`config.mk`:
```
export PLATFORM = sky130hd
export DESIGN_NAME = sar_code_averager_flat
export DESIGN_NICKNAME = d
export VERILOG_FILES = /design/src/rtl/sar_code_averager_if.sv /design/src/rtl/sar_code_averager.sv /design/src/flat_wrapper.sv
export SDC_FILE = /design/constraint.sdc
export NUM_CORES = 1
export LEC_CHECK = 0
export ABC_AREA = 1
export CAP_MARGIN = 20
export CORE_AREA = 4 4 59 61
export DETAILED_ROUTE_END_ITERATION = 6
export DIE_AREA = 0 0 63 65
export GPL_TIMING_DRIVEN = 0
export PLACE_DENSITY = 0.7
export SLEW_MARGIN = 20
export SYNTH_ARGS = -nofsm -noshare
export SYNTH_HDL_FRONTEND = slang
export SYNTH_SLANG_ARGS = --single-unit
export TNS_END_PERCENT = 30
```
`constraint.sdc`:
```
create_clock -name clk -period 2.2 [get_ports clk]
set_input_delay 0.55 -clock clk [delete_from_list [all_inputs] [get_ports clk]]
set_output_delay 0.55 -clock clk [all_outputs]
set_load 0.03 [all_outputs]
```
`src/rtl/sar_code_averager_if.sv`:
```
// Valid/ready result port from the SAR code averager toward the digital back end.
interface sar_code_averager_if #(
   parameter int CODE_W = 4
);
   logic [CODE_W-1:0] avg_code;
   logic              avg_valid;
   logic              avg_ready;

   modport master (output avg_code, output avg_valid, input avg_ready);
   modport slave  (input avg_code, input avg_valid, output avg_ready);
endinterface

```
`src/rtl/sar_code_averager.sv`:
```
// Averages 2^LOG2_AVG consecutive SAR codes (one per conv_done rising edge) and
// presents the rounded, saturated mean on a valid/ready port with overrun flagging.
module sar_code_averager #(
   parameter  int CODE_W   = 4,
   parameter  int LOG2_AVG = 2,
   localparam int ACC_W    = CODE_W + LOG2_AVG,
   localparam int SC_W     = (LOG2_AVG > 0) ? LOG2_AVG : 1
) (
   input  logic                    clk,
   input  logic                    reset,
   input  logic                    enable,
   input  logic [CODE_W-1:0]       code_in,
   input  logic                    conv_done,
   sar_code_averager_if.master     avg,
   output logic [SC_W-1:0]         sample_cnt,
   output logic                    overrun,
   input  logic                    clear_ovr
);

   localparam int              N      = 1 << LOG2_AVG;
   localparam logic [ACC_W:0]  RND    = (ACC_W+1)'((1 << LOG2_AVG) >> 1);
   localparam logic [ACC_W:0]  SAT_TH = (ACC_W+1)'(1) << ACC_W;

   typedef enum logic {IDLE, ACCUM} state_t;

   state_t             state;
   logic [ACC_W-1:0]   acc;
   logic               conv_done_q;
   logic               conv_edge;
   logic               last;
   logic               sample;
   logic               done;
   logic               xfer;
   logic [ACC_W:0]     sum_r;
   logic [CODE_W-1:0]  result;

   assign conv_edge = conv_done & ~conv_done_q;
   assign last      = (sample_cnt == SC_W'(N - 1));
   assign sample    = (state == ACCUM) & enable & conv_edge;
   assign done      = sample & last;
   assign xfer      = avg.avg_valid & avg.avg_ready;

   // Extra top bit keeps the rounding add from wrapping on an all-ones batch.
   assign sum_r  = {1'b0, acc} + (ACC_W+1)'(code_in) + RND;
   assign result = (sum_r >= SAT_TH) ? {CODE_W{1'b1}} : sum_r[ACC_W-1:LOG2_AVG];

   always_ff @(posedge clk or negedge reset) begin
      if (!reset) begin
         state         <= IDLE;
         acc           <= '0;
         sample_cnt    <= '0;
         conv_done_q   <= 1'b1;
         avg.avg_code  <= '0;
         avg.avg_valid <= 1'b0;
         overrun       <= 1'b0;
      end else begin
         conv_done_q <= conv_done;

         case (state)
            IDLE: begin
               if (enable) state <= ACCUM;
            end
            ACCUM: begin
               if (!enable) begin
                  state      <= IDLE;
                  acc        <= '0;
                  sample_cnt <= '0;
               end else if (conv_edge) begin
                  if (last) begin
                     acc        <= '0;
                     sample_cnt <= '0;
                  end else begin
                     acc        <= acc + ACC_W'(code_in);
                     sample_cnt <= sample_cnt + 1'b1;
                  end
               end
            end
            default: state <= IDLE;
         endcase

         // A completion landing on a held, unconsumed result is dropped, not queued.
         if (done && (!avg.avg_valid || xfer)) begin
            avg.avg_code  <= result;
            avg.avg_valid <= 1'b1;
         end else if (xfer) begin
            avg.avg_valid <= 1'b0;
         end

         if (done && avg.avg_valid && !avg.avg_ready) overrun <= 1'b1;
         else if (clear_ovr)                          overrun <= 1'b0;
      end
   end

endmodule
```
`src/flat_wrapper.sv`:
```
// flat-port wrapper written by rule: the top's interface ports become plain ports
module sar_code_averager_flat 
#(
   parameter  int CODE_W   = 4,
   parameter  int LOG2_AVG = 2,
   localparam int ACC_W    = CODE_W + LOG2_AVG,
   localparam int SC_W     = (LOG2_AVG > 0) ? LOG2_AVG : 1
)
  (clk, reset, enable, code_in, conv_done, sample_cnt, overrun, clear_ovr, avg_avg_code, avg_avg_valid, avg_avg_ready);
  sar_code_averager_if #(.CODE_W(CODE_W)) avg_i ();
  input  logic clk;
  input  logic reset;
  input  logic enable;
  input  logic [CODE_W-1:0] code_in;
  input  logic conv_done;
  output logic [SC_W-1:0] sample_cnt;
  output logic overrun;
  input  logic clear_ovr;
  output wire logic [$bits(avg_i.avg_code)-1:0] avg_avg_code;
  output wire logic [$bits(avg_i.avg_valid)-1:0] avg_avg_valid;
  input wire logic [$bits(avg_i.avg_ready)-1:0] avg_avg_ready;
  assign avg_avg_code = avg_i.avg_code;
  assign avg_avg_valid = avg_i.avg_valid;
  assign avg_i.avg_ready = avg_avg_ready;
  sar_code_averager #(.CODE_W(CODE_W), .LOG2_AVG(LOG2_AVG)) u_core (.clk(clk), .reset(reset), .enable(enable), .code_in(code_in), .conv_done(conv_done), .avg(avg_i), .sample_cnt(sample_cnt), .overrun(overrun), .clear_ovr(clear_ovr));
endmodule
```
; Yosys cells after proc, flatten, opt, wreduce, memory -nomap -nowiden
; Cells that the tools add are included.
[op_classes]
addsub = 4
bitwise = 6
n_mux = 12
eq_ne = 2
shift = 0
n_lt_le_gt_ge = 1
reduce_logical = 9
n_div = 0
mul = 0
[op_table]
columns = op, count
row1 = two-way mux 6 bit, 3
row2 = adder 6 x 4 -> 7 bit, 1
row3 = adder 7 x 2 -> 7 bit (second input constant), 1
row4 = greater-or-equal comparator 7 bit (second input constant), 1
row5 = adder 6 x 4 -> 6 bit, 1
row6 = two-way mux 2 bit, 3
row7 = bitwise AND 1 bit, 5
row8 = two-way mux 1 bit, 5
row9 = two-way mux 4 bit, 1
row10 = nonzero test 2 bit, 2
row11 = logical AND 1 bit, 3
row12 = adder 2 x 1 -> 2 bit (second input constant), 1
row13 = == test 2 bit (second input constant), 1
row14 = zero test 1 bit, 2
row15 = != test 2 x 1 -> 1 bit (second input constant), 1
row16 = AND reduction 2 bit, 1
row17 = logical OR 1 bit, 1
row18 = NOT 1 bit, 1
[word_totals]
mem_bits_rw = 0
romBits = 0
input_bits = 10
reg_bits = 16
latch_bits = 0
wordCells = 41
n_memories = 0

; Logic depth before layout (Yosys ltp)
; Gate-level depths: netlist of the first run.
[depth]
depth_word = 7
depth_mapped = 15
depth_no_buf = 15

; Least setup slack after synthesis of the first run
; No wires, ideal clock.
[synth_path]
path_type = input port to flip-flop
start = input code_in[2]
end = register u_core.avg.avg_code[0]
required_ns = 2.083
slack_ns = 0.263
arrival_time_ns = 1.820
path_stages = 12
path_cell_list = ha_1 > inv_1 > fa_1 > inv_2 > nand3_2 > nand2_1 > inv_1 > nand2_2 > nand2_2 > nand2_2 > o21ai_1 > inv_1
[synth_between]
elab_chain_cells = 4
[synth_lines]
columns = item, line_no
row1 = from (decl), flat_wrapper.sv:14  ; input logic [CODE_W-1:0] code_in;
row2 = adder 6 x 4 -> 7 bit (*), sar_code_averager.sv:44  ; assign sum_r = {1'b0, acc} + (ACC_W+1)'(code_in) + RND;
row3 = adder 7 x 2 -> 7 bit (*), sar_code_averager.sv:44
row4 = greater-or-equal comparator 7 bit, sar_code_averager.sv:45  ; assign result = (sum_r >= SAT_TH) ? {CODE_W{1'b1}} : sum_r[ACC_W-1:LOG2_AVG];
row5 = two-way mux 4 bit (*), sar_code_averager.sv:45
row6 = to (signal assigned), sar_code_averager.sv:83  ; avg.avg_code <= result;
row7 = to (decl), sar_code_averager_if.sv:9  ; modport master (output avg_code, output avg_valid, input avg_ready);
; Every way passes the cells marked *; elsewhere a longest branch is shown, timed or not.
; A chain may end at the register's enable or synchronous reset.

; Final worst setup path of the first run
[layout_path]
start = input code_in[1]
end = register u_core.avg.avg_code[3]
; Same word-level chain as after synthesis.

==> results.txt, run 1 <==
Non-Filler Instances: 195
Layout cell share with drive strength beyond 1: 0.2346
Largest net degree at the start of global routing: 17
# rows: 20
Clk pwr share: 0.286
Clk buf depth: 2
Dpl cell area: 1359 sq um
RD Place Congestion: 0.7672
Detailed-route via count: 926
# setup viols final: 0
PwrDens: 490.6 nW/um^2
Status: finished clean
GRT Util Overall: 0.1126
Total power: 0.6998 mW
Wirelength, routed: 2143 um
# clock sinks: 16
Sw Ratio: 0.3060
DRT Pass-1 Iters: 5
Crit path DAT: 2150 ps
RSZ-0062 raised after global routing: no
FMAX: 512.5 MHz
Crit path time final: 1951 ps
DRC viols: 0
Initial antenna violation count: 0
Setup CP Type: input port to flop
Ys flop type: dfrtp_1
Syn Nets: 162
Antenna viol nets, final: 0
CTS Buf Count: 3
Final instance area: 1426 sq um
Final Util: 0.4790
Chip width: 63 um
Leak: 0.7869 nW
R2r setup slk: 330 ps
Number of flops mapped to enable cells by yosys: 0
Ranking of synthesized cells by area: dfrtp_1 33%, ha_1 11%, nand2_1 10%
Post-synth top cells: 31 x nand2_1, 23 x inv_1, 15 x dfrtp_1
Post-synthesis sequential area ratio: 0.3501
Layout net count: 185
Htree depth: 1
RR Endpoint: u_core.avg.avg_code[1]$_DFFE_PN0P_
# diodes: 0
Setup TNS: 0 ps
DR vias/cell: 4.749
Fraction of synthesized area in multiplexers: 0
Post-Syn Instances: 140
Post-Syn Area: 1147 sq um
Post-Synth Simple-Gate Area: 0.3075
Final period util: 0.8870
Switching power total: 0.2142 mW
First-pass GRT wire length: 3657 um
Post-Synth Adder-Cell Area: 0.1439
Worst-path fanout max: 3
Setup crit end: u_core.avg.avg_code[3]$_DFFE_PN0P_
Final slew viol count: 0
Critical path startpoint: code_in[1]
Top-area cell type share of the netlist area: 0.3272
Die ar.: 4095 sq um
FF+latch count, synth: 16
Detailed Place HPWL: 1764 um
CP required: 2400 ps
CTS Hold Bufs: 0
Startpoint Class: input port
WL per Instance: 10.99 um
R2R depth: 12
Avg Cell Area, Syn: 8.195 sq um
IO buf count: 17
Crit end category: flop
Synth Area in Compound Gates: 0.06761
Fill cells: 299
Setup Skew: 2.440 ps
Sequential Power Share: 0.453
Reg2Reg Launch Point: u_core.acc[2]$_DFFE_PN0P_
Slew @ Worst Pin: 725.1 ps
Worst-skew pair later-pin latency: 300 ps
Fraction of registers with async set/reset: 1.000
Worst hold path type: flop to flop
Total global routing overflow: 0
Internal power: 0.4856 mW
Comb power frac: 0.261
Area Growth Syn to Fin: 24.32%
Placed Cells: 190
Most numerous cell in the Yosys netlist: nand2_1
Core Footprint: 2978 sq um
Syn. warnings: 0
CTS tree: done
Headroom to the max-slew limit: 0.5151
Largest family of logic cells by synthesized area: simple AND/OR/NAND/NOR gates
Cell taking the most area after synthesis: dfrtp_1
Root buffer cell: clkbuf_4
Max VDD drop: 0.0002790 V
Die Y: 65 um
Number of global-route vias before repair: 856
Post-Synth XOR/XNOR Area: 0.02290
I/O pin count: 18
Final hold violations: 0
Drt initial violations: 35
Starting Density: 0.3853
Max_cap viols: 0
Clock transition at path regs: 100 ps
Post-synth cell types: 30
## logic make-up (layout without fill, tap and decap cells)
kind of cell	count (synthesis)	in the layout
simple gates	64	64
buf+inv	32	54
compound gates	13	13
fa+ha+maj	12	12
xor+xnor	3	3
flops	16	16
## worst max-delay path, stage by stage
cell and delay [ps]:
dlygate4sd2_1 260, inv_1 60, ha_1 310, inv_1 50, ha_1 220, ha_1 200
inv_1 60, nand2_2 60, nand2_1 70, nand3_1 60, nand2_1 70, nand2_1 60
nand2_1 50, nand2_1 50
## how the worst min path moves through the flow
stage,slack [ps],end,startpoint,depth (start not counted)
after floorplan,250,u_core.acc[0]$_DFFE_PN0P_,reset,0
after global placement,460,u_core.avg.avg_code[3]$_DFFE_PN0P_,u_core.avg.avg_code[3]$_DFFE_PN0P_,2
after detailed placement,500,u_core.acc[2]$_DFFE_PN0P_,u_core.acc[2]$_DFFE_PN0P_,2
after CTS,520,u_core.avg.avg_code[3]$_DFFE_PN0P_,u_core.avg.avg_code[3]$_DFFE_PN0P_,2
after global routing,540,u_core.acc[0]$_DFFE_PN0P_,u_core.acc[0]$_DFFE_PN0P_,1
final,500,u_core.avg.avg_code[3]$_DFFE_PN0P_,u_core.avg.avg_code[3]$_DFFE_PN0P_,2
## cell type report
cell class	instances	area [sq um]	share of cell area
repair buffers	19	188.9	0.1325
multi-input cells	92	641.9	0.4500
clock buffers	4	36.28	0.02544
inverters	31	116.4	0.08158
flip-flops and latches	16	401.6	0.2816
well taps	33	41.29	0.02895
## metal layers
layer  vias up  track usage  wire length, um
li1        480            -                -
met1       429       0.1292              881
met2        15       0.1989             1146
met3         2      0.04159              104
met4         0      0.02479               10
met5         -            0                0
## power by group through the flow
stage          clock (mW)  combinational [mW]  sequential, mW
2_1_floorplan           0               0.113           0.330
3_3_place_gp            0               0.171           0.322
3_5_place_dp            0               0.179           0.323
4_1_cts             0.211               0.182           0.317
5_1_grt             0.222               0.206           0.320
6_report            0.200               0.183           0.317
## repair_timing
item / in CTS / in global routing
endpoints found under the hold margin: 0 / 0
setup endpoints to repair: 4 / 4
gates resized for setup: 6 / 5
pin swaps: 2 / 6
setup buffers: 0 / 2
## through the flow
step,hold slack [ps],setup WS (ps)
global placement,463.8,-300.4
floorplan,254.4,262.7
CTS,523.8,-21.33
finish,504.2,248.6
detailed placement,497.4,-367.7
global route,541.8,54.00
## layout by cell type, fill, tap and decap left out, drive strengths merged, types with 2 or more instances in the layout
master         instances
a22o                   2
buf                    2
clkbuf                 4
clkdlybuf4s50         14
dfrtp                 15
dlymetal6s2s           2
fa                     2
ha                    10
inv                   30
nand2                 39
nand3                 10
nand4                  2
nor2                   8
o21ai                  7
o22ai                  3
or2                    3
xor2                   2
## flip-flops by register name, summed over array words and instances (netlist names)
| name | count |
|---|---|
| u_core.sample_cnt | 2 |
| u_core.conv_done_q | 1 |
| u_core.acc | 6 |
| u_core.avg.avg_code | 4 |
| u_core.state | 1 |
| u_core.overrun | 1 |
| u_core.avg.avg_valid | 1 |
Power figures use the tool's default switching activity.
==> inputs of run 2 (changes only) <==
--- a/config.mk
+++ b/config.mk
@@ -6,13 +6,13 @@
 export NUM_CORES = 1
 export LEC_CHECK = 0
 export ABC_AREA = 1
-export CAP_MARGIN = 20
+export CAP_MARGIN = 10
 export CORE_AREA = 4 4 59 61
 export DETAILED_ROUTE_END_ITERATION = 6
 export DIE_AREA = 0 0 63 65
 export GPL_TIMING_DRIVEN = 0
 export PLACE_DENSITY = 0.7
-export SLEW_MARGIN = 20
+export SLEW_MARGIN = 10
 export SYNTH_ARGS = -nofsm -noshare
 export SYNTH_HDL_FRONTEND = slang
 export SYNTH_SLANG_ARGS = --single-unit
==> results of run 2 <==
No change in the layout: final DEF, timing and power equal those of run 1.
==> inputs of run 3 (changes only) <==
--- a/config.mk
+++ b/config.mk
@@ -11,7 +11,6 @@
 export DETAILED_ROUTE_END_ITERATION = 6
 export DIE_AREA = 0 0 63 65
 export GPL_TIMING_DRIVEN = 0
-export PLACE_DENSITY = 0.7
 export SLEW_MARGIN = 10
 export SYNTH_ARGS = -nofsm -noshare
 export SYNTH_HDL_FRONTEND = slang
==> results.txt, run 3 (synthesis gave the netlist of run 1 again) <==
Status: finished clean
Htree depth: 1
Root buffer cell: clkbuf_4
Detailed-route via count: 927
Chip width: 63 um
Final slew viol count: 0
Final period util: 0.9163
Startpoint Class: input port
CP peak stage delay: 550 ps
Initial antenna violation count: 0
Layout net count: 187
Largest Register: u_core.acc
Non-Filler Instances: 197
Placed Cells: 190
Total global routing overflow: 0
# diodes: 0
Detailed Place HPWL: 1774 um
CTS Hold Bufs: 0
Setup Skew: 6.854 ps
FMAX: 496.1 MHz
Commonest non-fill, non-tap cells in the layout: 30 x nand2_1, 21 x inv_1, 15 x clkdlybuf4s50_1, 15 x dfrtp_1
Slew @ Worst Pin: 749.1 ps
Worst-path fanout max: 3
CP Cell Sequence: clkdlybuf4s50_1 -> inv_1 -> fa_1 -> inv_2 -> nand3_2 -> nand2_2 -> inv_2 -> nand2_2 -> nand2_2 -> nand2_2 -> o21ai_1 -> inv_1
RSZ-0062 raised after global routing: no
Core Footprint: 2978 sq um
Worst hold path type: flop to flop
GRT Util Overall: 0.1200
PwrDens: 492.1 nW/um^2
CTS tree: done
# rows: 20
DR vias/cell: 4.706
Worst slack at placement: -369.4 ps
Layout cell share with drive strength beyond 1: 0.2256
Headroom to the max-slew limit: 0.4990
Starting Density: 0.3853
Clk buf depth: 2
IO buf count: 17
Die ar.: 4095 sq um
Slowest library cell on the worst path: fa_1
Drt initial violations: 20
CTS Buf Count: 3
Max_cap viols: 0
Setup ws final: 184.2 ps
Setup CP Type: input port to flop
Top Registers: u_core.acc: 6 flops, u_core.avg.avg_code: 4 flops, u_core.sample_cnt: 2 flops
I/O pin count: 18
Number of global-route vias before repair: 855
DRC viols: 0
R2r setup slk: 320 ps
CP required: 2400 ps
Crit path DAT: 2210 ps
Worst-skew pair later-pin latency: 290 ps
Wirelength, routed: 2175 um
Leak: 0.7773 nW
Max FFs per register: 6
Max VDD drop: 0.0003185 V
# clock sinks: 16
Commonest non-fill, non-tap cell in the layout: nand2_1
Largest net degree at the start of global routing: 17
Final hold violations: 0
Clock transition at path regs: 100 ps
# setup viols final: 0
First-pass GRT wire length: 3829 um
Antenna viol nets, final: 0
Area Growth Syn to Fin: 23.77%
WL per Instance: 11.04 um
DRT Pass-1 Iters: 4
Crit end category: flop
Die Y: 65 um
Crit path time final: 2016 ps
RD Place Congestion: 0.8367
Most frequent CP cell: nand2_2
[run 3: changes by cell type in the layout (fill, tap and decap cells not counted), sizes merged]
cell and delta:
buf +2, clkdlybuf4s50 +1, dlygate4sd2 +1, dlymetal6s2s -2
[run 3: layer usage]
layer  part of all wire  global-route usage  up-vias
met5                  0                   0        -
met4              0.022             0.04959        0
met3              0.036             0.03293        7
met2               0.51              0.2121       16
met1               0.43              0.1355      424
li1                   -                   -      480
[run 3: path summary, 6_finish.rpt]
path,cells past startpoint,from,endpoint
worst max-delay path,12,code_in[3],u_core.avg.avg_code[0]$_DFFE_PN0P_
worst min register to register,2,u_core.avg.avg_code[3]$_DFFE_PN0P_,u_core.avg.avg_code[3]$_DFFE_PN0P_
max in group asynchronous,1,reset,u_core.acc[0]$_DFFE_PN0P_
min in group asynchronous,1,reset,u_core.avg.avg_code[0]$_DFFE_PN0P_
worst max register to register,12,u_core.acc[2]$_DFFE_PN0P_,u_core.avg.avg_code[0]$_DFFE_PN0P_
worst min-delay path,2,u_core.avg.avg_code[3]$_DFFE_PN0P_,u_core.avg.avg_code[3]$_DFFE_PN0P_
[run 3: power by group]
part           leakage, nW  switching, mW  internal [mW]
combinational        0.541          0.104         0.0807
sequential           0.215        0.00925          0.308
clock               0.0210         0.0958          0.101
[run 3: final cells by class]
type	count	area, sq um
fill	302	1558
multi-input combinational	92	626.9
sequential	16	401.6
timing repair buffer	20	190.2
inverter	31	116.4
tap	33	41.29
clock buffer	4	36.28
buffer	1	7.507
[run 3: per-stage QoR]
step                      TNS, ps  hold WS [ps]  area, sq um  power, mW    util
after floorplan                 0         254.4         1147     0.4438       -
after global placement      -1278         462.8         1359     0.4960  0.4563
after detailed placement    -1428         472.2         1359     0.5013  0.4563
after CTS                       0         497.4         1420     0.7143  0.4769
after global routing            0         527.3         1420     0.7496  0.4769
final                           0         496.5         1420     0.6989  0.4769
[run 3: timing repair]
action	CTS	global route
setup endpoints to repair	4	0
setup buffers	3	0
resized for setup	6	0
[run 3: worst max-delay path: cells and delay by family]
kind            cells  cell delay, ps
buf+inv             5             710
fa+ha+maj           1             550
simple gates        5             280
compound gates      1             120
